$ cat config.mk
export PLATFORM = sky130hd
export DESIGN_NAME = fp32_mul_seq_flat
export DESIGN_NICKNAME = d
export VERILOG_FILES = /design/src/rtl/fp32_pkg.sv /design/src/rtl/fp32_mul_seq_if.sv /design/src/rtl/mant_mul_shiftadd.sv /design/src/rtl/fp32_mul_seq.sv /design/src/flat_wrapper.sv
export SDC_FILE = /design/constraint.sdc
export NUM_CORES = 1
export LEC_CHECK = 0
export BUFFER_PORTS_ARGS = -buffer_cell sky130_fd_sc_hd__clkbuf_2
export CAP_MARGIN = 20
export CORE_UTILIZATION = 25
export DETAILED_ROUTE_END_ITERATION = 8
export GPL_TIMING_DRIVEN = 0
export SYNTH_ARGS = -nofsm -noshare
export SYNTH_HDL_FRONTEND = slang
export SYNTH_SLANG_ARGS = --single-unit
$ cat constraint.sdc
create_clock -name clk -period 9 [get_ports clk]
set_input_delay 0.45 -clock clk [delete_from_list [all_inputs] [get_ports clk]]
set_output_delay 0.45 -clock clk [all_outputs]
set_load 0.005 [all_outputs]
$ cat src/rtl/fp32_pkg.sv
// Shared FP32 constants, FSM state encoding and field helpers for the
// sequential multiplier.
package fp32_pkg;

    localparam int          FP_BIAS    = 127;
    localparam int          FP_EXP_MAX = 255;
    localparam logic [31:0] FP_QNAN    = 32'h7FC0_0000;

    typedef enum logic [1:0] {
        IDLE = 2'd0,
        MUL  = 2'd1,
        NORM = 2'd2,
        PACK = 2'd3
    } state_t;

    function automatic logic fp_sign(input logic [31:0] x);
        return x[31];
    endfunction

    function automatic logic [7:0] fp_exp(input logic [31:0] x);
        return x[30:23];
    endfunction

    function automatic logic [22:0] fp_frac(input logic [31:0] x);
        return x[22:0];
    endfunction

endpackage

$ cat src/rtl/fp32_mul_seq_if.sv
// Operand/result bus between the arithmetic unit and the FP32 multiplier.
interface fp32_mul_seq_if;

    logic        start;
    logic [31:0] a;
    logic [31:0] b;
    logic        busy;
    logic        done;
    logic [31:0] out;
    logic        underflow;
    logic        overflow;

    modport master (
        output start, a, b,
        input  busy, done, out, underflow, overflow
    );

    modport slave (
        input  start, a, b,
        output busy, done, out, underflow, overflow
    );

endinterface

$ cat src/rtl/mant_mul_shiftadd.sv
// Iterative W x W -> 2W unsigned multiplier: one multiplier bit per step,
// LSB first, with the partial product shifted right each step.
module mant_mul_shiftadd #(
    parameter int W = 24
) (
    input  logic             clk,
    input  logic             rst_n,
    input  logic             load,
    input  logic             step,
    input  logic [W-1:0]     mcand_in,
    input  logic [W-1:0]     mplier_in,
    output logic [2*W-1:0]   product,
    output logic             ready
);

    localparam int            CNT_W    = $clog2(W + 1);
    localparam logic [CNT_W-1:0] CNT_DONE = CNT_W'(W);

    logic [W-1:0]     mcand;
    logic [W-1:0]     mplier;
    logic [CNT_W-1:0] count;
    logic [W:0]       sum;

    // Add into the top half; the carry lands in bit 2W-1 after the shift.
    always_comb begin
        sum = {1'b0, product[2*W-1:W]} + (mplier[0] ? {1'b0, mcand} : '0);
    end

    // NOTE: state registers use non-blocking assignments and an asynchronous
    // active-low reset so every flop updates from pre-edge values.
    always_ff @(posedge clk or negedge rst_n) begin
        if (!rst_n) begin
            mcand   <= '0;
            mplier  <= '0;
            product <= '0;
            count   <= '0;
        end else if (load) begin
            mcand   <= mcand_in;
            mplier  <= mplier_in;
            product <= '0;
            count   <= '0;
        end else if (step && !ready) begin
            product <= {sum, product[W-1:1]};
            mplier  <= mplier >> 1;
            count   <= count + 1'b1;
        end
    end

    assign ready = (count == CNT_DONE);

endmodule

$ cat src/rtl/fp32_mul_seq.sv
// Sequential FP32 multiplier: fixed 26-cycle start-to-done latency,
// truncating rounding, denormals flushed to zero.
module fp32_mul_seq
    import fp32_pkg::*;
#(
    parameter int MANT_W = 24,
    parameter int EXP_W  = 8,
    parameter int BIAS   = FP_BIAS
) (
    input logic           clk,
    input logic           rst_n,
    fp32_mul_seq_if.slave bus
);

    localparam int PROD_W = 2 * MANT_W;
    localparam int FRAC_W = MANT_W - 1;
    localparam int CNT_W  = $clog2(MANT_W);
    localparam int E_W    = EXP_W + 2;

    localparam logic [CNT_W-1:0]      CNT_LAST  = CNT_W'(MANT_W - 1);
    localparam logic signed [E_W-1:0] E_MAX_S   = E_W'(FP_EXP_MAX);
    localparam logic signed [E_W-1:0] E_ZERO_S  = '0;
    localparam logic [EXP_W-1:0]      EXP_ONES  = '1;

    state_t                  state_q, state_d;
    logic                    sign_q;
    logic signed [E_W-1:0]   exp_q;
    logic [CNT_W-1:0]        cnt_q;
    logic [FRAC_W-1:0]       frac_q;
    logic                    nan_q, inf_q, zero_q;

    logic                    accept;
    logic                    a_inf, b_inf, a_zero, b_zero;
    logic [PROD_W-1:0]       mant_prod;
    logic                    mul_ready;
    logic                    unused_mul;
    logic [31:0]             out_d;
    logic                    unf_d, ovf_d;

    // A start seen while done is still pulsing belongs to the finished op.
    assign accept = (state_q == IDLE) && bus.start && !bus.done;
    assign a_inf  = (fp_exp(bus.a) == EXP_ONES);
    assign b_inf  = (fp_exp(bus.b) == EXP_ONES);
    assign a_zero = (fp_exp(bus.a) == '0);
    assign b_zero = (fp_exp(bus.b) == '0);
    assign bus.busy = (state_q != IDLE);

    mant_mul_shiftadd #(.W(MANT_W)) u_mant (
        .clk       (clk),
        .rst_n     (rst_n),
        .load      (accept),
        .step      (state_q == MUL),
        .mcand_in  ({~a_zero, fp_frac(bus.a)}),
        .mplier_in ({~b_zero, fp_frac(bus.b)}),
        .product   (mant_prod),
        .ready     (mul_ready)
    );

    // Low product bits are dropped by truncation; the FSM counts steps itself.
    assign unused_mul = ^{mul_ready, mant_prod[PROD_W-FRAC_W-3:0]};

    always_ff @(posedge clk or negedge rst_n) begin
        if (!rst_n) state_q <= IDLE;
        else        state_q <= state_d;
    end

    // NOTE: combinational blocks assign every output a default first so no
    // path through the case/if tree can infer a latch.
    always_comb begin
        state_d = state_q;
        unique case (state_q)
            IDLE: if (accept) state_d = MUL;
            MUL:  if (cnt_q == CNT_LAST) state_d = NORM;
            NORM: state_d = PACK;
            PACK: state_d = IDLE;
            default: state_d = IDLE;
        endcase
    end

    always_ff @(posedge clk or negedge rst_n) begin
        if (!rst_n) begin
            sign_q <= 1'b0;
            exp_q  <= '0;
            cnt_q  <= '0;
            frac_q <= '0;
            nan_q  <= 1'b0;
            inf_q  <= 1'b0;
            zero_q <= 1'b0;
        end else begin
            unique case (state_q)
                IDLE: if (accept) begin
                    sign_q <= fp_sign(bus.a) ^ fp_sign(bus.b);
                    exp_q  <= E_W'(fp_exp(bus.a)) + E_W'(fp_exp(bus.b)) - E_W'(BIAS);
                    nan_q  <= (a_inf && b_zero) || (b_inf && a_zero);
                    inf_q  <= a_inf || b_inf;
                    zero_q <= a_zero || b_zero;
                    cnt_q  <= '0;
                end
                MUL: cnt_q <= cnt_q + 1'b1;
                NORM: begin
                    if (mant_prod[PROD_W-1]) begin
                        frac_q <= mant_prod[PROD_W-2 -: FRAC_W];
                        exp_q  <= exp_q + 1'b1;
                    end else begin
                        frac_q <= mant_prod[PROD_W-3 -: FRAC_W];
                    end
                end
                default: ;
            endcase
        end
    end

    // Result selection, highest-priority special case first.
    always_comb begin
        out_d = {sign_q, exp_q[EXP_W-1:0], frac_q};
        unf_d = 1'b0;
        ovf_d = 1'b0;
        if (nan_q) begin
            out_d = FP_QNAN;
        end else if (inf_q) begin
            out_d = {sign_q, EXP_ONES, {FRAC_W{1'b0}}};
            ovf_d = 1'b1;
        end else if (zero_q) begin
            out_d = {sign_q, 31'b0};
        end else if (exp_q >= E_MAX_S) begin
            out_d = {sign_q, EXP_ONES, {FRAC_W{1'b0}}};
            ovf_d = 1'b1;
        end else if (exp_q <= E_ZERO_S) begin
            out_d = {sign_q, 31'b0};
            unf_d = 1'b1;
        end
    end

    always_ff @(posedge clk or negedge rst_n) begin
        if (!rst_n) begin
            bus.out       <= '0;
            bus.underflow <= 1'b0;
            bus.overflow  <= 1'b0;
            bus.done      <= 1'b0;
        end else begin
            bus.done <= (state_q == PACK);
            if (state_q == PACK) begin
                bus.out       <= out_d;
                bus.underflow <= unf_d;
                bus.overflow  <= ovf_d;
            end
        end
    end

endmodule

$ cat src/flat_wrapper.sv
// flat-port wrapper written by rule: the top's interface ports become plain ports
module fp32_mul_seq_flat import fp32_pkg::*;
#(
    parameter int MANT_W = 24,
    parameter int EXP_W  = 8,
    parameter int BIAS   = FP_BIAS
)
  (clk, rst_n, bus_start, bus_a, bus_b, bus_busy, bus_done, bus_out, bus_underflow, bus_overflow);
  fp32_mul_seq_if bus_i ();
  input logic clk;
  input logic rst_n;
  input wire logic [$bits(bus_i.start)-1:0] bus_start;
  input wire logic [$bits(bus_i.a)-1:0] bus_a;
  input wire logic [$bits(bus_i.b)-1:0] bus_b;
  output wire logic [$bits(bus_i.busy)-1:0] bus_busy;
  output wire logic [$bits(bus_i.done)-1:0] bus_done;
  output wire logic [$bits(bus_i.out)-1:0] bus_out;
  output wire logic [$bits(bus_i.underflow)-1:0] bus_underflow;
  output wire logic [$bits(bus_i.overflow)-1:0] bus_overflow;
  assign bus_i.start = bus_start;
  assign bus_i.a = bus_a;
  assign bus_i.b = bus_b;
  assign bus_busy = bus_i.busy;
  assign bus_done = bus_i.done;
  assign bus_out = bus_i.out;
  assign bus_underflow = bus_i.underflow;
  assign bus_overflow = bus_i.overflow;
  fp32_mul_seq #(.MANT_W(MANT_W), .EXP_W(EXP_W), .BIAS(BIAS)) u_core (.clk(clk), .rst_n(rst_n), .bus(bus_i));
endmodule
== After elaboration in Yosys (flattened, before gate mapping) ==
Cells that the tools add are included.
Storage, ports and cells
  ROM bits: 0
  output and inout bits: 36
  latch bits: 0
  RAM bits: 0
  input bits: 67
  memories kept: 0
  flip-flop bits (word level): 180
  word-level logic and storage cells: 88
Operators by class
  order comparisons: 2
  shifts and indexed selects: 0
  div/mod/pow operators: 0
  muxes and demuxes: 30
  $mul: 0
  add/subtract/negate cells: 6
  bitwise gates (word level): 3
  reductions and logical operators: 21
  equality and inequality tests: 10
Operators with widths (count)
  two-way mux 31 bit: 4
  two-way mux 48 bit: 2
  two-way mux 24 bit: 3
  two-way mux 32 bit: 1
  adder 24 x 25 -> 25 bit: 1
  two-way mux 23 bit: 1
  two-way mux 10 bit: 2
  case mux 10 bit (2 select lines): 1
  equality test 8 bit (second input constant): 2
  logical NOT 8 bit: 2
  two-way mux 5 bit: 3
  adder 10 x 1 -> 10 bit (second input constant): 1
  adder 5 x 1 -> 5 bit (second input constant): 2
  equality test 5 bit (second input constant): 2
  >= comparator 10 x 9 -> 1 bit (second input constant): 1
  <= comparator 10 x 1 -> 1 bit (second input constant): 1
  case mux 5 bit (2 select lines): 1
  subtractor 10 x 7 -> 10 bit (second input constant): 1
  adder 8 x 8 -> 9 bit: 1
  two-way mux 1 bit: 9
  case mux 2 bit (4 select lines): 1
  nonzero test 2 bit: 4
  AND reduction 2 bit: 3
  logical AND 1 bit: 5
  other kinds (11): 18

== Longest topological paths before layout ==
  depth in word-level cells: 6
  gate-level depth with buffers: 12
  mapped depth without buffers: 11

== By module ==
From an unflattened synthesis, not the netlist that was laid out.
Second synthesis, totals
  cell total of the unflattened synthesis: 1002
  area, all modules: 9750.6 µm²
By module, submodules not included
  mant_mul_shiftadd: cells an instance 581, instances 1, area each 5589.1 µm²
  fp32_mul_seq: cells an instance 421, instances 1, area each 4161.5 µm²

== Worst setup path after synthesis ==
No wires, ideal clock.
  kind: register to register
  start: register u_core.u_mant.mplier[0]
  end: register u_core.u_mant.product[41]
  path buffers: 1
  arrival time: 2.751 ns
  clock period less this slack: 2.888 ns
  setup slack: 6.112 ns
  library setup time: 0.137 ns
  cell stages (with the launch flop): 13
  cell sequence: dfrtp_1 > clkbuf_1 > and2_1 > ha_1 > fa_1 > a21o_1 > a221oi_2 > o21a_1 > o31ai_4 > a31oi_1 > nor4_1 > a311oi_1 > a31oi_1
On the way
  word-level cells in the longest chain between the ends: 4
RTL lines
  start, declared: RTL line mant_mul_shiftadd.sv:20  | logic [W-1:0] mplier;
  start signal, assigned: RTL line mant_mul_shiftadd.sv:39  | mplier <= mplier_in;
  start signal, assigned: RTL line mant_mul_shiftadd.sv:44  | mplier <= mplier >> 1;
  two-way mux 24 bit: RTL line mant_mul_shiftadd.sv:26  | sum = {1'b0, product[2*W-1:W]} + (mplier[0] ? {1'b0, mcand} : '0);
  adder 24 x 25 -> 25 bit: RTL line mant_mul_shiftadd.sv:26
  two-way mux 48 bit: RTL line mant_mul_shiftadd.sv:42  | end else if (step && !ready) begin
  two-way mux 48 bit: RTL line mant_mul_shiftadd.sv:37  | end else if (load) begin
  end signal, assigned: RTL line mant_mul_shiftadd.sv:43  | product <= {sum, product[W-1:1]};
  end, declared: RTL line mant_mul_shiftadd.sv:12  | output logic [2*W-1:0] product,
Every way passes these cells. The select of a mux whose other input is x is not followed.
A chain may end at the register's enable or synchronous reset.

== Final worst setup path ==
Ends and elaborated chain as after synthesis.

==> flow_summary_export.csv <==
group,metric,value,unit
cts,cts_buffers,17,
pwr,p_per_area,342,nW/um^2
cells_and_area,fin_area,10400,sq um
cells_and_area,area_growth,19.4,%
timing,worstMarginPinSlew,812,ps
floorplanning,die_height,188,um
timing,min_period,3540,ps
floorplanning,boundaryPins,103,
job,max_cap_viol_count,0,
global_routing,grt-ovfl-total,0,
worst_hold_path,hold_class,"input pin to async pin",
synth,ys.flop_type,"dfrtp_1",
floorplanning,row_count,67,
cells_and_area,drive_gt1_share,12.9,%
timing,fmax,0.282,GHz
drt,vias_per_cell,4.57,
timing,skew,9.07,ps
drt,routedWlPerCell,14.4,um
synth,synth.avg_cell_area,8.62,sq um
setup_path,arrival,3820,ps
drt,drt-initial-drc-count,488,
global_routing,grt_pass1_wl,38.3,mm
pwr,total_power,3.55,mW
status,outcome,"completed",
placement,hpwl,17.5,mm
synth,syn_area,8690,sq um
timing,tns,0,ps
synth,syn_nets,1120,
placement,dp_slack,5470,ps
drt,vias,7274,
synth,ys_seq_area_share,45.2,%
synth,synth_top_family_by_area,"simple AND/OR/NAND/NOR gates",
pwr,leakage,4.67,nW
synth,synth-seq-cells,157,
placement,place.gp.congestion,0.897,
setup_path,r2r-start,"u_core.u_mant.mplier[0]",
floorplanning,design.core.area,33900,sq um
global_routing,grt.total_usage,13.4,%
cells_and_area,diodes,0,
placement,place_area,9790,sq um
floorplanning,start_util,25.7,%
cts,cts_hold_buffers,0,
timing,rsz0062_at_grt,"no",
synth,ys_types,61,
pwr,ir_worst_vdd,136,uV
drt,ant_nets,0,
global_routing,grt_start_max_net_pins,95,
placement,port_buffers,102,
setup_path,rr_worst_depth,12,
global_routing,antenna_found_initial,0,
cts,cts_resized,0,
cts,clockBufferDepth,2,
cells_and_area,final_common_cell,"nand2_1",
global_routing,grt_pass1_vias,7166,
cts,post-cts-setup-buffers,0,
timing,hold_viol,0,
cts,cts_root_buffer,"clkbuf_16",
timing,drv_slew,0,
synth,synth_warnings,0,
drt,drt-total-wl,22.9,mm
floorplanning,die_x,188,um
cells_and_area,stdcell_count,1591,
synth,synth-compound-area-share,16.5,%
synth,yosys.area_share.xor_xnor,3.83,%
setup_path,startpoint,"u_core.u_mant.mplier[0]",
floorplanning,dieArea,35500,sq um
setup_path,start_kind,"flip-flop",
synth,ys_async_sr_fraction,100,%
cells_and_area,mostFrequentLayoutCells,"nand2_1, dfrtp_1, nor2_1",
timing,maxSlewHeadroom,45.7,%
timing,setup_viol,0,
drt,firstDrtPassIters,5,
timing,period_share,39.4,%
cts,clock_latency,420,ps
cts,htreeDepth,4,
setup_path,r2r_setup_slack,5460,ps
synth,synth_mux_area_share,2.90,%
synth,synth_enable_flop_cells,0,
setup_path,crit_fanout,10,
cells_and_area,final_net_count,1242,
placement,dp.cells,1559,
setup_path,required,9280,ps
drt,route.detailed.drc,0,
synth,synth_fa_ha_area_share,6.65,%
cts,cts.clk_slew.worst_paths,70,ps
cts,cts_sinks,157,
synth,syn_inst,1008,
setup_path,cp-endpoint,"u_core.u_mant.product[41]",
setup_path,endpoint_kind,"flip-flop",
synth,yosys.area_share.simple,20.7,%
timing,worst_slack,5460,ps
cts,cts_tree,"done",
setup_path,r2r-end,"u_core.u_mant.product[41]",
cells_and_area,fillerInstances,3663,
setup_path,path_class,"flip-flop to flip-flop",
final cells by class:
class,count,area (sq um),area share [%]
multi-input cells,759,4400,42.4
flip-flops and latches,157,3930,37.9
well taps,448,561,5.41
repair buffers,103,547,5.27
clock buffers,18,439,4.24
plain buffers,54,219,2.11
inverters,38,143,1.38
clock inverters,14,135,1.30
through the flow:
step	utilization (%)	hold WS [ps]
floorplan	-	154
global placement	28.8	453
detailed placement	28.9	457
CTS	30.6	145
global route	30.6	173
finish	30.6	118
worst min path at each step:
stage | from | end | depth (start not counted)
2_1_floorplan | rst_n | u_core.bus.done | 0
6_report | rst_n | u_core.bus.out[19] | 1
3_5_place_dp | u_core.u_mant.mcand[20] | u_core.u_mant.mcand[20] | 2
4_1_cts | rst_n | u_core.u_mant.mplier[19] | 1
5_1_grt | rst_n | u_core.u_mant.mplier[17] | 1
3_3_place_gp | u_core.u_mant.mcand[23] | u_core.u_mant.mcand[23] | 1
cells in the mapped netlist (all sizes together), types with 5 or more instances:
cell / count / area [sq um]
nand2: 206 / 773
dfrtp: 157 / 3930
nor2: 102 / 383
a21oi: 91 / 455
o21ai: 62 / 310
clkbuf: 48 / 180
ha: 43 / 538
inv: 38 / 143
a31oi: 30 / 188
and2: 30 / 188
mux2i: 24 / 240
xnor2: 24 / 210
nand3: 23 / 115
xor2: 14 / 123
nand4: 12 / 75.1
a211oi: 10 / 80.1
a21o: 9 / 75.1
nor3: 7 / 35.0
nor4: 7 / 43.8
and3: 6 / 37.5
buf: 6 / 38.8
a21boi: 5 / 37.5
nor2b: 5 / 31.3
critical path, stage by stage, from the launching register on:
cell and delay, ps:
dfrtp_1 500, clkbuf_1 300, and2_1 210, ha_1 210, fa_1 410, a21o_1 210
a221oi_2 320, o21a_1 270, o31ai_4 110, a31oi_1 370, nor4_1 100, a311oi_1 270
a31oi_1 120
cell families (layout without fill, tap and decap cells):
kind of cell,Yosys count,in the layout
xor+xnor,38,38
buf+inv,92,227
compound gates,237,237
mux,25,25
simple gates,414,414
fa+ha+maj,45,45
flops,157,157
where the power goes:
group          switching, mW  internal, mW  leakage [nW]
Combinational          0.965         0.609          2.45
Sequential             0.246          1.03          1.94
Clock                  0.304         0.392         0.275
per-layer routing:
metal | vias to the layer above | wire (um) | GRT usage, %
met5 | - | 0 | 0
met4 | 0 | 374 | 3.97
met3 | 30 | 890 | 2.18
met2 | 169 | 10000 | 20.4
met1 | 3374 | 11600 | 19.5
li1 | 3701 | - | -
sequential cells by signal, summed over array words and instances, names as in the netlist:
signal                 cells
u_core.bus.overflow        1
u_core.zero_q              1
u_core.frac_q             23
u_core.bus.done            1
u_core.u_mant.mplier      24
u_core.u_mant.count        5
u_core.cnt_q               5
u_core.state_q             2
u_core.sign_q              1
u_core.u_mant.product     25
u_core.inf_q               1
u_core.u_mant.mcand       24
u_core.bus.out            32
u_core.exp_q              10
u_core.nan_q               1
u_core.bus.underflow       1
No activity file was read; power rests on OpenSTA's default activity.
